===== config.mk =====
export PLATFORM = sky130hd
export DESIGN_NAME = alu_seq
export DESIGN_NICKNAME = d
export VERILOG_FILES = /design/src/rtl/alu_pkg.sv /design/src/rtl/alu_mul_iter.sv /design/src/rtl/alu_seq.sv
export SDC_FILE = /design/constraint.sdc
export NUM_CORES = 1
export LEC_CHECK = 0
export CAP_MARGIN = 20
export CORE_AREA = 2 2 88 112
export DETAILED_ROUTE_END_ITERATION = 7
export DIE_AREA = 0 0 90 114
export GPL_TIMING_DRIVEN = 0
export PLACE_DENSITY = 0.71
export SLEW_MARGIN = 20
export SYNTH_ARGS = -nofsm -noshare
export SYNTH_HDL_FRONTEND = slang
export SYNTH_HIERARCHICAL = 1
export SYNTH_SLANG_ARGS = --single-unit

===== constraint.sdc =====
create_clock -name clk -period 5.5 [get_ports clk]
set_input_delay 0.825 -clock clk [delete_from_list [all_inputs] [get_ports clk]]
set_output_delay 0.825 -clock clk [all_outputs]
set_load 0.01 [all_outputs]

===== src/rtl/alu_pkg.sv =====
// alu_pkg: shared definitions for the sequential ALU.
//   - Opcode encodings presented on the 3-bit op input.
//   - FSM state encoding for alu_seq.
//   - Bit positions of the status flags inside the packed flag register.
package alu_pkg;

  localparam logic [2:0] OP_ADD = 3'd0;
  localparam logic [2:0] OP_SUB = 3'd1;
  localparam logic [2:0] OP_AND = 3'd2;
  localparam logic [2:0] OP_OR  = 3'd3;
  localparam logic [2:0] OP_XOR = 3'd4;
  localparam logic [2:0] OP_SHL = 3'd5;
  localparam logic [2:0] OP_SHR = 3'd6;
  localparam logic [2:0] OP_MUL = 3'd7;

  typedef enum logic [1:0] {
    ST_IDLE = 2'd0,
    ST_BUSY = 2'd1,
    ST_DONE = 2'd2
  } state_e;

  localparam int FLAG_Z    = 0;
  localparam int FLAG_C    = 1;
  localparam int FLAG_V    = 2;
  localparam int FLAG_N    = 3;
  localparam int NUM_FLAGS = 4;

endpackage


===== src/rtl/alu_mul_iter.sv =====
// alu_mul_iter: iterative unsigned shift-add multiplier, one partial
// product per clock, multiplier bits consumed LSB first.
// Ports:
//   clk, rst_n   clock, asynchronous active-low reset
//   start        load a/b and begin (ignored while busy)
//   a, b         multiplicand / multiplier (WIDTH bits)
//   busy         an operation is in progress
//   done         high during the cycle in which the final step executes
//   product      2*WIDTH-bit product; valid while done is high
module alu_mul_iter #(
  parameter int WIDTH = 8
) (
  input  logic               clk,
  input  logic               rst_n,
  input  logic               start,
  input  logic [WIDTH-1:0]   a,
  input  logic [WIDTH-1:0]   b,
  output logic               busy,
  output logic               done,
  output logic [2*WIDTH-1:0] product
);

  localparam int CW = $clog2(WIDTH + 1);

  logic [CW-1:0]      count_q, count_d;
  logic [WIDTH-1:0]   mcand_q, mcand_d;
  // Upper half accumulates partial sums; lower half starts as the
  // multiplier and is shifted out one bit per step.
  logic [2*WIDTH-1:0] acc_q, acc_d;
  logic [WIDTH:0]     partial;
  logic [2*WIDTH-1:0] step;

  always_comb begin
    partial = {1'b0, acc_q[2*WIDTH-1:WIDTH]}
            + (acc_q[0] ? {1'b0, mcand_q} : {(WIDTH+1){1'b0}});
    step    = {partial, acc_q[WIDTH-1:1]};

    count_d = count_q;
    mcand_d = mcand_q;
    acc_d   = acc_q;
    if (count_q != '0) begin
      acc_d   = step;
      count_d = count_q - CW'(1);
    end else if (start) begin
      mcand_d = a;
      acc_d   = {{WIDTH{1'b0}}, b};
      count_d = CW'(WIDTH);
    end
  end

  always_ff @(posedge clk or negedge rst_n) begin
    if (!rst_n) begin
      count_q <= '0;
      mcand_q <= '0;
      acc_q   <= '0;
    end else begin
      count_q <= count_d;
      mcand_q <= mcand_d;
      acc_q   <= acc_d;
    end
  end

  assign busy    = (count_q != '0);
  // The product is offered combinationally alongside done so the consumer
  // can register it on the same edge as the last step, saving a cycle.
  assign done    = (count_q == CW'(1));
  assign product = step;

endmodule


===== src/rtl/alu_seq.sv =====
// alu_seq: registered WIDTH-bit ALU with valid/ready handshakes.
// Ports:
//   clk, rst_n           clock, asynchronous active-low reset
//   in_valid / in_ready  operand handshake (in_ready high only in IDLE)
//   op, data1, data2     opcode and operands
//   out_valid/out_ready  result handshake
//   result, result_hi    result (MUL: low half) and MUL high half
//   flag_z/c/v/n         zero, carry/borrow, overflow, negative
// Single-cycle ops complete one cycle after accept; MUL runs through the
// iterative engine and completes WIDTH+1 cycles after accept.
module alu_seq
  import alu_pkg::*;
#(
  parameter int WIDTH = 8
) (
  input  logic             clk,
  input  logic             rst_n,
  input  logic             in_valid,
  output logic             in_ready,
  input  logic [2:0]       op,
  input  logic [WIDTH-1:0] data1,
  input  logic [WIDTH-1:0] data2,
  output logic             out_valid,
  input  logic             out_ready,
  output logic [WIDTH-1:0] result,
  output logic [WIDTH-1:0] result_hi,
  output logic             flag_z,
  output logic             flag_c,
  output logic             flag_v,
  output logic             flag_n
);

  localparam int SHW = $clog2(WIDTH);

  state_e               state_q, state_d;
  logic [WIDTH-1:0]     result_q, result_d;
  logic [WIDTH-1:0]     result_hi_q, result_hi_d;
  logic [NUM_FLAGS-1:0] flags_q, flags_d;
  logic                 out_valid_q, out_valid_d;

  logic                 accept;
  logic                 mul_start;
  logic                 mul_busy;
  logic                 mul_done;
  logic [2*WIDTH-1:0]   mul_product;

  logic [SHW-1:0]       sh;
  logic [WIDTH:0]       sum_w, diff_w, shl_w, shr_w;
  logic [WIDTH-1:0]     alu_res;
  logic                 alu_c, alu_v;

  assign accept    = in_valid && (state_q == ST_IDLE);
  assign mul_start = accept && (op == OP_MUL);

  alu_mul_iter #(.WIDTH(WIDTH)) u_mul (
    .clk     (clk),
    .rst_n   (rst_n),
    .start   (mul_start),
    .a       (data1),
    .b       (data2),
    .busy    (mul_busy),
    .done    (mul_done),
    .product (mul_product)
  );

  // Single-cycle datapath. The extra bit on each intermediate captures
  // carry-out, borrow, or the bit shifted across the word boundary.
  always_comb begin
    sh     = data2[SHW-1:0];
    sum_w  = {1'b0, data1} + {1'b0, data2};
    diff_w = {1'b0, data1} - {1'b0, data2};
    shl_w  = {1'b0, data1} << sh;
    shr_w  = {data1, 1'b0} >> sh;

    alu_res = '0;
    alu_c   = 1'b0;
    alu_v   = 1'b0;
    case (op)
      OP_ADD: begin
        alu_res = sum_w[WIDTH-1:0];
        alu_c   = sum_w[WIDTH];
        alu_v   = (data1[WIDTH-1] == data2[WIDTH-1])
               && (sum_w[WIDTH-1] != data1[WIDTH-1]);
      end
      OP_SUB: begin
        alu_res = diff_w[WIDTH-1:0];
        alu_c   = diff_w[WIDTH];
        alu_v   = (data1[WIDTH-1] != data2[WIDTH-1])
               && (diff_w[WIDTH-1] != data1[WIDTH-1]);
      end
      OP_AND: alu_res = data1 & data2;
      OP_OR:  alu_res = data1 | data2;
      OP_XOR: alu_res = data1 ^ data2;
      OP_SHL: begin
        alu_res = shl_w[WIDTH-1:0];
        alu_c   = shl_w[WIDTH];
      end
      OP_SHR: begin
        alu_res = shr_w[WIDTH:1];
        alu_c   = shr_w[0];
      end
      default: ;
    endcase
  end

  always_comb begin
    state_d     = state_q;
    result_d    = result_q;
    result_hi_d = result_hi_q;
    flags_d     = flags_q;
    out_valid_d = out_valid_q;

    case (state_q)
      ST_IDLE: begin
        if (accept) begin
          if (op == OP_MUL) begin
            state_d = ST_BUSY;
          end else begin
            state_d          = ST_DONE;
            out_valid_d      = 1'b1;
            result_d         = alu_res;
            result_hi_d      = '0;
            flags_d[FLAG_Z]  = (alu_res == '0);
            flags_d[FLAG_C]  = alu_c;
            flags_d[FLAG_V]  = alu_v;
            flags_d[FLAG_N]  = alu_res[WIDTH-1];
          end
        end
      end
      ST_BUSY: begin
        if (mul_done) begin
          state_d          = ST_DONE;
          out_valid_d      = 1'b1;
          result_d         = mul_product[WIDTH-1:0];
          result_hi_d      = mul_product[2*WIDTH-1:WIDTH];
          flags_d[FLAG_Z]  = (mul_product == '0);
          flags_d[FLAG_C]  = |mul_product[2*WIDTH-1:WIDTH];
          flags_d[FLAG_V]  = 1'b0;
          flags_d[FLAG_N]  = mul_product[WIDTH-1];
        end else if (!mul_busy) begin
          // Engine idle without signalling done: recover rather than hang.
          state_d = ST_IDLE;
        end
      end
      ST_DONE: begin
        if (out_ready) begin
          state_d     = ST_IDLE;
          out_valid_d = 1'b0;
        end
      end
      default: state_d = ST_IDLE;
    endcase
  end

  always_ff @(posedge clk or negedge rst_n) begin
    if (!rst_n) begin
      state_q     <= ST_IDLE;
      result_q    <= '0;
      result_hi_q <= '0;
      flags_q     <= '0;
      out_valid_q <= 1'b0;
    end else begin
      state_q     <= state_d;
      result_q    <= result_d;
      result_hi_q <= result_hi_d;
      flags_q     <= flags_d;
      out_valid_q <= out_valid_d;
    end
  end

  assign in_ready  = (state_q == ST_IDLE);
  assign out_valid = out_valid_q;
  assign result    = result_q;
  assign result_hi = result_hi_q;
  assign flag_z    = flags_q[FLAG_Z];
  assign flag_c    = flags_q[FLAG_C];
  assign flag_v    = flags_q[FLAG_V];
  assign flag_n    = flags_q[FLAG_N];

endmodule


Yosys cells after proc, flatten, opt, wreduce, memory -nomap -nowiden

Index checks and enable logic that the tools add are counted.

Equal/unequal tests: 19
Shifts and indexed selects: 2
$add $sub $neg: 4
Bitwise gates (word level): 4
Mux-type cells: 31
Reductions and logical operators: 17

Operator list:

| cell               | number |
|---|---|
| $mux 8             | 7 |
| $pmux 8 s7         | 1 |
| $mux 16            | 2 |
| $pmux 8 s2         | 2 |
| $mux 4             | 5 |
| $logic_not 16->1   | 1 |
| $eq 3x3->1 const B | 4 |
| $mux 2             | 5 |
| $add 8x8->9        | 1 |
| $add 8x9->9        | 1 |
| $shl 8x3->9        | 1 |
| $shr 9x3->9        | 1 |
| $sub 8x8->9        | 1 |
| $and 8x8->8        | 1 |
| $logic_not 8->1    | 1 |
| $or 8x8->8         | 1 |
| $pmux 4 s2         | 1 |
| $reduce_or 8->1    | 1 |
| $xor 8x8->8        | 1 |
| $eq 3x2->1 const B | 2 |
| $ne 2x2->1 const B | 3 |
| $pmux 2 s3         | 1 |
| $reduce_and 5->1   | 1 |
| $eq 4x1->1 const B | 1 |
| 22 further kinds   | 31 |

Word-level logic and storage cells: 85
Output and inout bits: 22
Bits in registers: 51

Depth between registers and ports, before layout

Gate-level depths: netlist of the first run.

Word-level depth: 7
Gate-level depth with buffers: 11
Gate-level depth less buffers: 11

Modules after synthesis

Netlist of the first run, hierarchy kept.

Modules (own cells, without submodules):

| module       | area an instance (µm²) | cells an instance | sequential area each (µm²) | times used |
|---|---|---|---|---|
| alu_seq      | 2831.5                 | 338               | 550.5                      | 1 |
| alu_mul_iter | 1664.1                 | 159               | 700.7                      | 1 |

Worst setup path after synthesis of the first run

No wires, ideal clock.

Path kind: input -> register
From: in data2[1]
To: reg flags_q[0]
Slack: 2.589 ns
Data required time: 5.380 ns
Data arrival time: 2.791 ns
Cell stages on the path: 10
Setup time: 0.120 ns
Cell sequence: buf_2 > inv_1 > ha_1 > nor3_1 > o31a_1 > o31ai_1 > nand2_1 > and3b_1 > o31a_1 > a31o_1

Cells in the longest elaborated chain, start to end: 6
Elaborated cells between the ends (all ways): 12

RTL lines:

| item                                      | line           | source |
|---|---|---|
| from (decl)                               | alu_seq.sv:22  | `input logic [WIDTH-1:0] data2,` |
| $sub 8x8->9, or another cell as far along | alu_seq.sv:71  | `diff_w = {1'b0, data1} - {1'b0, data2};` |
| $pmux 8 s7 *                              | alu_seq.sv:78  | `case (op)` |
| $logic_not 8->1 *                         | alu_seq.sv:123 | `flags_d[FLAG_Z] = (alu_res == '0);` |
| $mux 4 *                                  | alu_seq.sv:116 | `if (op == OP_MUL) begin` |
| $mux 4 *                                  | alu_seq.sv:115 | `if (accept) begin` |
| $pmux 4 s2 *                              | alu_seq.sv:113 | `case (state_q)` |
| to (signal assigned)                      | alu_seq.sv:166 | `flags_q <= flags_d;` |
| to (decl)                                 | alu_seq.sv:38  | `logic [NUM_FLAGS-1:0] flags_q, flags_d;` |

Mark *: on every way between the ends. The rest lies on a longest branch, timed or not. The select of a mux whose other input is x is not followed.
A chain may end at the register's enable or synchronous reset.

Final worst setup path of the first run

Same ends and word-level chain as after synthesis.

==> impl_metrics.json, run 1 <==
{
  "cts_setup_buffers": 0,
  "rows": 40,
  "ys_ff_latch": 50,
  "syn_inst": 497,
  "viasPerCell": 6.03,
  "hold_buffers": 0,
  "tritoncts": "yes",
  "cap_viol_max_count": 0,
  "grt_pass1_vias": 4087,
  "rsz0062_at_grt": "false",
  "synthArstFlopShare_pct": 100,
  "path_clk_slew_ns": 0.07,
  "drt_first_pass_iters": 4,
  "critPathSlowestCell": "clkdlybuf4s50_1",
  "crit_path_start_kind": "input port",
  "clk_latency_ns": 0.29,
  "coreArea_um2": 9310,
  "synth_top_area_share_pct": 27.8,
  "postRouteAntennaNets": 0,
  "routed_wl_um": 12400,
  "netlist_area_um2": 4500,
  "clock_sinks": 50,
  "power_density_nw_per_um2": 306,
  "p_int_mw": 1.00,
  "root_buffer": "clkbuf_16",
  "boundaryPins": 45,
  "final_nets": 609,
  "path_cells": "clkdlybuf4s50_1 -> buf_2 -> inv_1 -> ha_1 -> nor3_1 -> o31a_1 -> o31ai_1 -> nand2_1 -> and3b_1 -> o31a_1 -> a31o_1",
  "synth_common_cells": "dfrtp_1 (50), ha_1 (35), nand2_1 (35)",
  "antennaDiodeCount": 0,
  "area_growth_pct": 16.8,
  "tightest_slew_ns": 0.631,
  "yosys-top-cells-area": "dfrtp_1 (28%), ha_1 (9.7%), mux2i_1 (4.2%), mux4_2 (3.0%), nand2_1 (2.9%)",
  "p_clk_share_pct": 19.0,
  "power_frac_comb_pct": 45.7,
  "routabilityCongestion": 0.951,
  "max_stage_delay_ns": 0.65,
  "ys_types": 76,
  "antenna_found_initial": 0,
  "ys_warn_count": 6,
  "clock_path_buffers": 2,
  "synth-edff-count": 0,
  "grt_start_max_net_pins": 29,
  "yosysMostFrequentCell": "dfrtp_1",
  "path_max_fanout": 8,
  "cts-buffers-inserted": 5,
  "overflow": 0,
  "power_switching_mw": 0.606,
  "dr_total_vias": 4070,
  "worstSetupPathType": "input port to register",
  "setup_ws_ns": 1.77,
  "numPortBuffers": 43,
  "drive_above_1_share_pct": 11.5,
  "dp_hpwl_um": 9920,
  "crit_buf_inv": 3,
  "finalSetupTns_ns": 0,
  "maxSlewHeadroom_pct": 57.6,
  "start_util_pct": 48.3,
  "skew_ns": 0.00497,
  "synth_flop_cell": "dfrtp_1",
  "drc": 0,
  "finalHoldViolCount": 0,
  "cp_common_cell": "o31a_1",
  "die_w_um": 90,
  "max-vdd-ir-drop_mv": 0.130,
  "status": "complete, no violations",
  "wl_per_cell_um": 18.3,
  "fmax_ghz": 0.268,
  "grt_pass1_wl_um": 20400,
  "yosys.area.top_type": "dfrtp_1",
  "ys_seq_area_share_pct": 27.8,
  "preCtsSetupSlack_ns": 1.47,
  "endpoint_kind": "register",
  "dr.first_iter.drc_count": 200,
  "slew_violations": 0,
  "die_y_um": 114,
  "cp.arrival_ns": 3.91,
  "seqPwrFrac_pct": 35.3,
  "avgSynthCellArea_um2": 9.05,
  "crit_family": "compound AO/OA/AOI/OAI gates",
  "min_period_ns": 3.73,
  "hold_path_class": "register to register",
  "setup_violations": 0,
  "required_ns": 5.68,
  "grt_use_total_pct": 24.8,
  "dieArea_um2": 10300,
  "fin_crit_sh_pct": 67.7,
  "cts_resized": 0,
  "leakagePower_nw": 2.38,
  "htreeDepth": 2,
  "switching_share_pct": 37.7,
  "syn_nets": 558
}
through the flow:
stage	cell area (µm²)	total power, mW	instances	hold slack [ns]	util (%)
detailed placement	5110	1.31	667	0.468	54.9
global placement	5080	1.28	666	0.461	54.6
CTS	5250	1.61	675	0.482	56.4
floorplan	4500	1.03	497	0.450	-
global route	5250	1.72	675	0.502	56.4
finish	5250	1.61	675	0.476	56.4
metal layers:
metal / GRT usage, % / vias up / part of all wire, %
li1: - / 1930 / -
met1: 28.9 / 1954 / 41
met2: 44.3 / 144 / 49
met3: 3.10 / 42 / 4.9
met4: 13.7 / 0 / 5.3
met5: 0 / - / 0
worst register-to-register path, cell delays in order (launching register included):
cell      delay (ns)
dfrtp_1         0.45
and2_1          0.17
ha_1            0.21
fa_1            0.41
a21o_1          0.23
a31o_1          0.24
a211oi_2        0.28
nor2_1          0.10
nor4_1          0.32
nand2_1         0.17
o31ai_1         0.27
a31o_1          0.14
power groups by stage:
stage	clock network, mW	registers, mW	logic (mW)
2_1_floorplan	0	0.571	0.461
4_1_cts	0.310	0.567	0.735
5_1_grt	0.326	0.585	0.809
6_report	0.305	0.566	0.734
3_5_place_dp	0	0.573	0.732
3_3_place_gp	0	0.567	0.710
cell families after synthesis:
logic type                 after synthesis  synth area share [%]
and+or+nand+nor                        152                  18.5
muxes                                   38                  10.6
DFF                                     50                  27.8
xor gates and xnor gates                 9                  1.75
buffers and inverters                   64                  6.99
adders and majority gates               38                  11.1
AOI/OAI and AO/OA                      146                  23.3
worst paths after layout:
| kind | slack (ns) | start | depth (start not counted) | endpoint |
|---|---|---|---|---|
| max | 1.77 | data2[1] | 11 | flags_q[0] |
| min | 0.48 | result[2] | 1 | result[2] |
| max reg2reg | 2.45 | u_mul/acc_q[0] | 11 | flags_q[0] |
| min reg2reg | 0.48 | result[2] | 1 | result[2] |
| max in group asynchronous | 4.41 | rst_n | 2 | u_mul/mcand_q[4] |
| min in group asynchronous | 0.55 | rst_n | 1 | u_mul/acc_q[13] |
registers in the layout, summed over array words and instances, names as in the netlist:
name / count
result: 8
u_mul/acc_q: 16
u_mul/count_q: 4
result_hi: 8
u_mul/mcand_q: 8
state_q: 2
flags_q: 3
out_valid: 1
cell type report:
cell class | instances | area (µm²)
Clock buffer | 5 | 125
Tap cell | 126 | 158
Multi-Input combinational cell | 383 | 2930
Clock inverter | 3 | 21.3
Inverter | 28 | 105
Timing Repair Buffer | 44 | 453
Buffer | 36 | 209
Fill cell | 871 | 4060
Sequential cell | 50 | 1250
layout by cell type, fill, tap and decap left out, drive strengths merged, types with 5 or more instances in the layout:
cell type      Yosys  routed
o21ai             27      27
a21o              10      10
clkdlybuf4s50      0      42
nor2              30      30
nor2b             10      10
a211oi             7       7
nand3b             8       8
and2              10      10
nand3             14      14
nor3              11      11
a22o              10      10
mux4               6       6
nor3b              7       7
mux2i             19      19
dfrtp             50      50
clkbuf             7      12
buf               29      31
inv               27      27
ha                35      35
nand2             35      35
o22ai              7       7
a21oi             25      25
mux2              13      13
o31ai              7       7
xor2               6       6
or3                5       5
a22oi              9       9
Power figures use the tool's default switching activity.
==> run 2, diff against run 1 <==
--- a/config.mk
+++ b/config.mk
@@ -10,7 +10,7 @@
 export DETAILED_ROUTE_END_ITERATION = 7
 export DIE_AREA = 0 0 90 114
 export GPL_TIMING_DRIVEN = 0
-export PLACE_DENSITY = 0.71
+export PLACE_DENSITY = 0.74
 export SLEW_MARGIN = 20
 export SYNTH_ARGS = -nofsm -noshare
 export SYNTH_HDL_FRONTEND = slang
==> constraint.sdc (replaced) <==
create_clock -name clk -period 3.4 [get_ports clk]
set_input_delay 0.51 -clock clk [delete_from_list [all_inputs] [get_ports clk]]
set_output_delay 0.51 -clock clk [all_outputs]
set_load 0.01 [all_outputs]
==> impl_metrics.json, run 2 (synthesized netlist as in run 1, its figures left out) <==
{
  "clock_path_buffers": 2,
  "finalHoldViolCount": 0,
  "preCtsSetupSlack_ns": -0.280,
  "postRouteAntennaNets": 0,
  "dr_total_vias": 4061,
  "setup_violations": 0,
  "leakagePower_nw": 2.40,
  "antenna_found_initial": 0,
  "setup_ws_ns": 0.189,
  "layout_commonest_cell": "dfrtp_1",
  "routed_wl_um": 12300,
  "fin_area_um2": 5260,
  "multiInputGateArea_um2": 2940,
  "final_cell_mix": "dfrtp_1 (50), clkdlybuf4s50_1 (39), nand2_1 (35), ha_1 (35), nor2_1 (30)",
  "drive_above_1_share_pct": 11.8,
  "finalSetupTns_ns": 0,
  "die_w_um": 90,
  "skew_ns": 0.00337,
  "cts_resized": 0,
  "endpoint_kind": "register",
  "overflow": 0,
  "die_y_um": 114,
  "path_clk_slew_ns": 0.06,
  "numPortBuffers": 43,
  "dieArea_um2": 10300,
  "largest_reg_flops": 16,
  "grt_pass1_wl_um": 20300,
  "drt_first_pass_iters": 4,
  "fillers": 857,
  "cts-buffers-inserted": 5,
  "required_ns": 3.63,
  "rows": 40,
  "power_density_nw_per_um2": 492,
  "boundaryPins": 45,
  "fin_crit_sh_pct": 94.4,
  "hold_buffers": 0,
  "grt_use_total_pct": 24.5,
  "min_period_ns": 3.21,
  "slew_violations": 0,
  "antennaDiodeCount": 0,
  "coreArea_um2": 9310,
  "drc": 0,
  "worstSetupPathType": "input port to register",
  "path_max_fanout": 6,
  "dp_hpwl_um": 9670,
  "dr.first_iter.drc_count": 218,
  "maxSlewHeadroom_pct": 60.6,
  "cap_viol_max_count": 0,
  "viasPerCell": 6.02,
  "status": "complete, no violations",
  "fmax_ghz": 0.311,
  "clock_sinks": 50,
  "rsz0062_at_grt": "false",
  "final-seq-area_um2": 1250,
  "cts_setup_buffers": 0,
  "p_total_mw": 2.59,
  "tightest_slew_ns": 0.586,
  "start_util_pct": 48.3,
  "grt_start_max_net_pins": 30,
  "area_growth_pct": 17.1,
  "root_buffer": "clkbuf_16",
  "placed_cell_area_um2": 5100,
  "cp.arrival_ns": 3.44,
  "final_nets": 609,
  "tritoncts": "yes",
  "place_inst": 667,
  "clk_latency_ns": 0.29,
  "stdcell_count": 675,
  "fin_util_pct": 56.5,
  "htreeDepth": 2,
  "largest-register": "u_mul/acc_q",
  "hold_path_class": "input port to async pin",
  "wl_per_cell_um": 18.1,
  "max-vdd-ir-drop_mv": 0.226,
  "grt_pass1_vias": 4068,
  "routabilityCongestion": 0.955,
  "hold_slack_ns": 0.179,
  "crit_path_start_kind": "input port"
}
## run 2: area by class of cell
| cell class | instances | share of cell area, % |
|---|---|---|
| flip-flops and latches | 50 | 23.8 |
| plain buffers | 36 | 3.97 |
| clock inverters | 2 | 0.262 |
| clock buffers | 6 | 2.45 |
| multi-input cells | 383 | 55.9 |
| repair buffers | 44 | 8.61 |
| well taps | 126 | 3.00 |
| inverters | 28 | 2.00 |
## run 2: path summary, 6_finish.rpt
kind | from | to | slack (ns) | cells after the start
setup / recovery | data1[0] | flags_q[0] | 0.19 | 10
hold / removal | rst_n | u_mul/acc_q[15] | 0.18 | 1
setup reg to reg | u_mul/acc_q[0] | flags_q[0] | 0.29 | 11
hold reg to reg | result[5] | result[5] | 0.48 | 1
max in group asynchronous | rst_n | u_mul/acc_q[2] | 2.69 | 2
min in group clk | result[5] | result[5] | 0.48 | 1
## run 2: critical path, stage by stage
cell and delay [ns]:
clkdlybuf4s50_1 0.62, inv_1 0.13, ha_1 0.25, fa_1 0.49
mux2i_1 0.08, a221o_1 0.35, a211oi_1 0.46, nand3_1 0.14
nor3_1 0.24, a31o_1 0.17
## run 2: metal layers
layer / up-vias / global-route usage, % / share of wire [%]
li1: 1933 / - / -
met1: 1924 / 29.8 / 42
met2: 169 / 43.9 / 49
met3: 35 / 2.71 / 5.2
met4: 0 / 11.1 / 3.8
met5: - / 0 / 0
## run 2: report_power, final
| group | internal [mW] | total (mW) | switching [mW] | leakage [nW] |
|---|---|---|---|---|
| Sequential | 0.781 | 0.918 | 0.137 | 0.661 |
| Clock | 0.273 | 0.484 | 0.211 | 0.0708 |
| Combinational | 0.562 | 1.19 | 0.626 | 1.67 |
| Total | 1.62 | 2.59 | 0.973 | 2.40 |
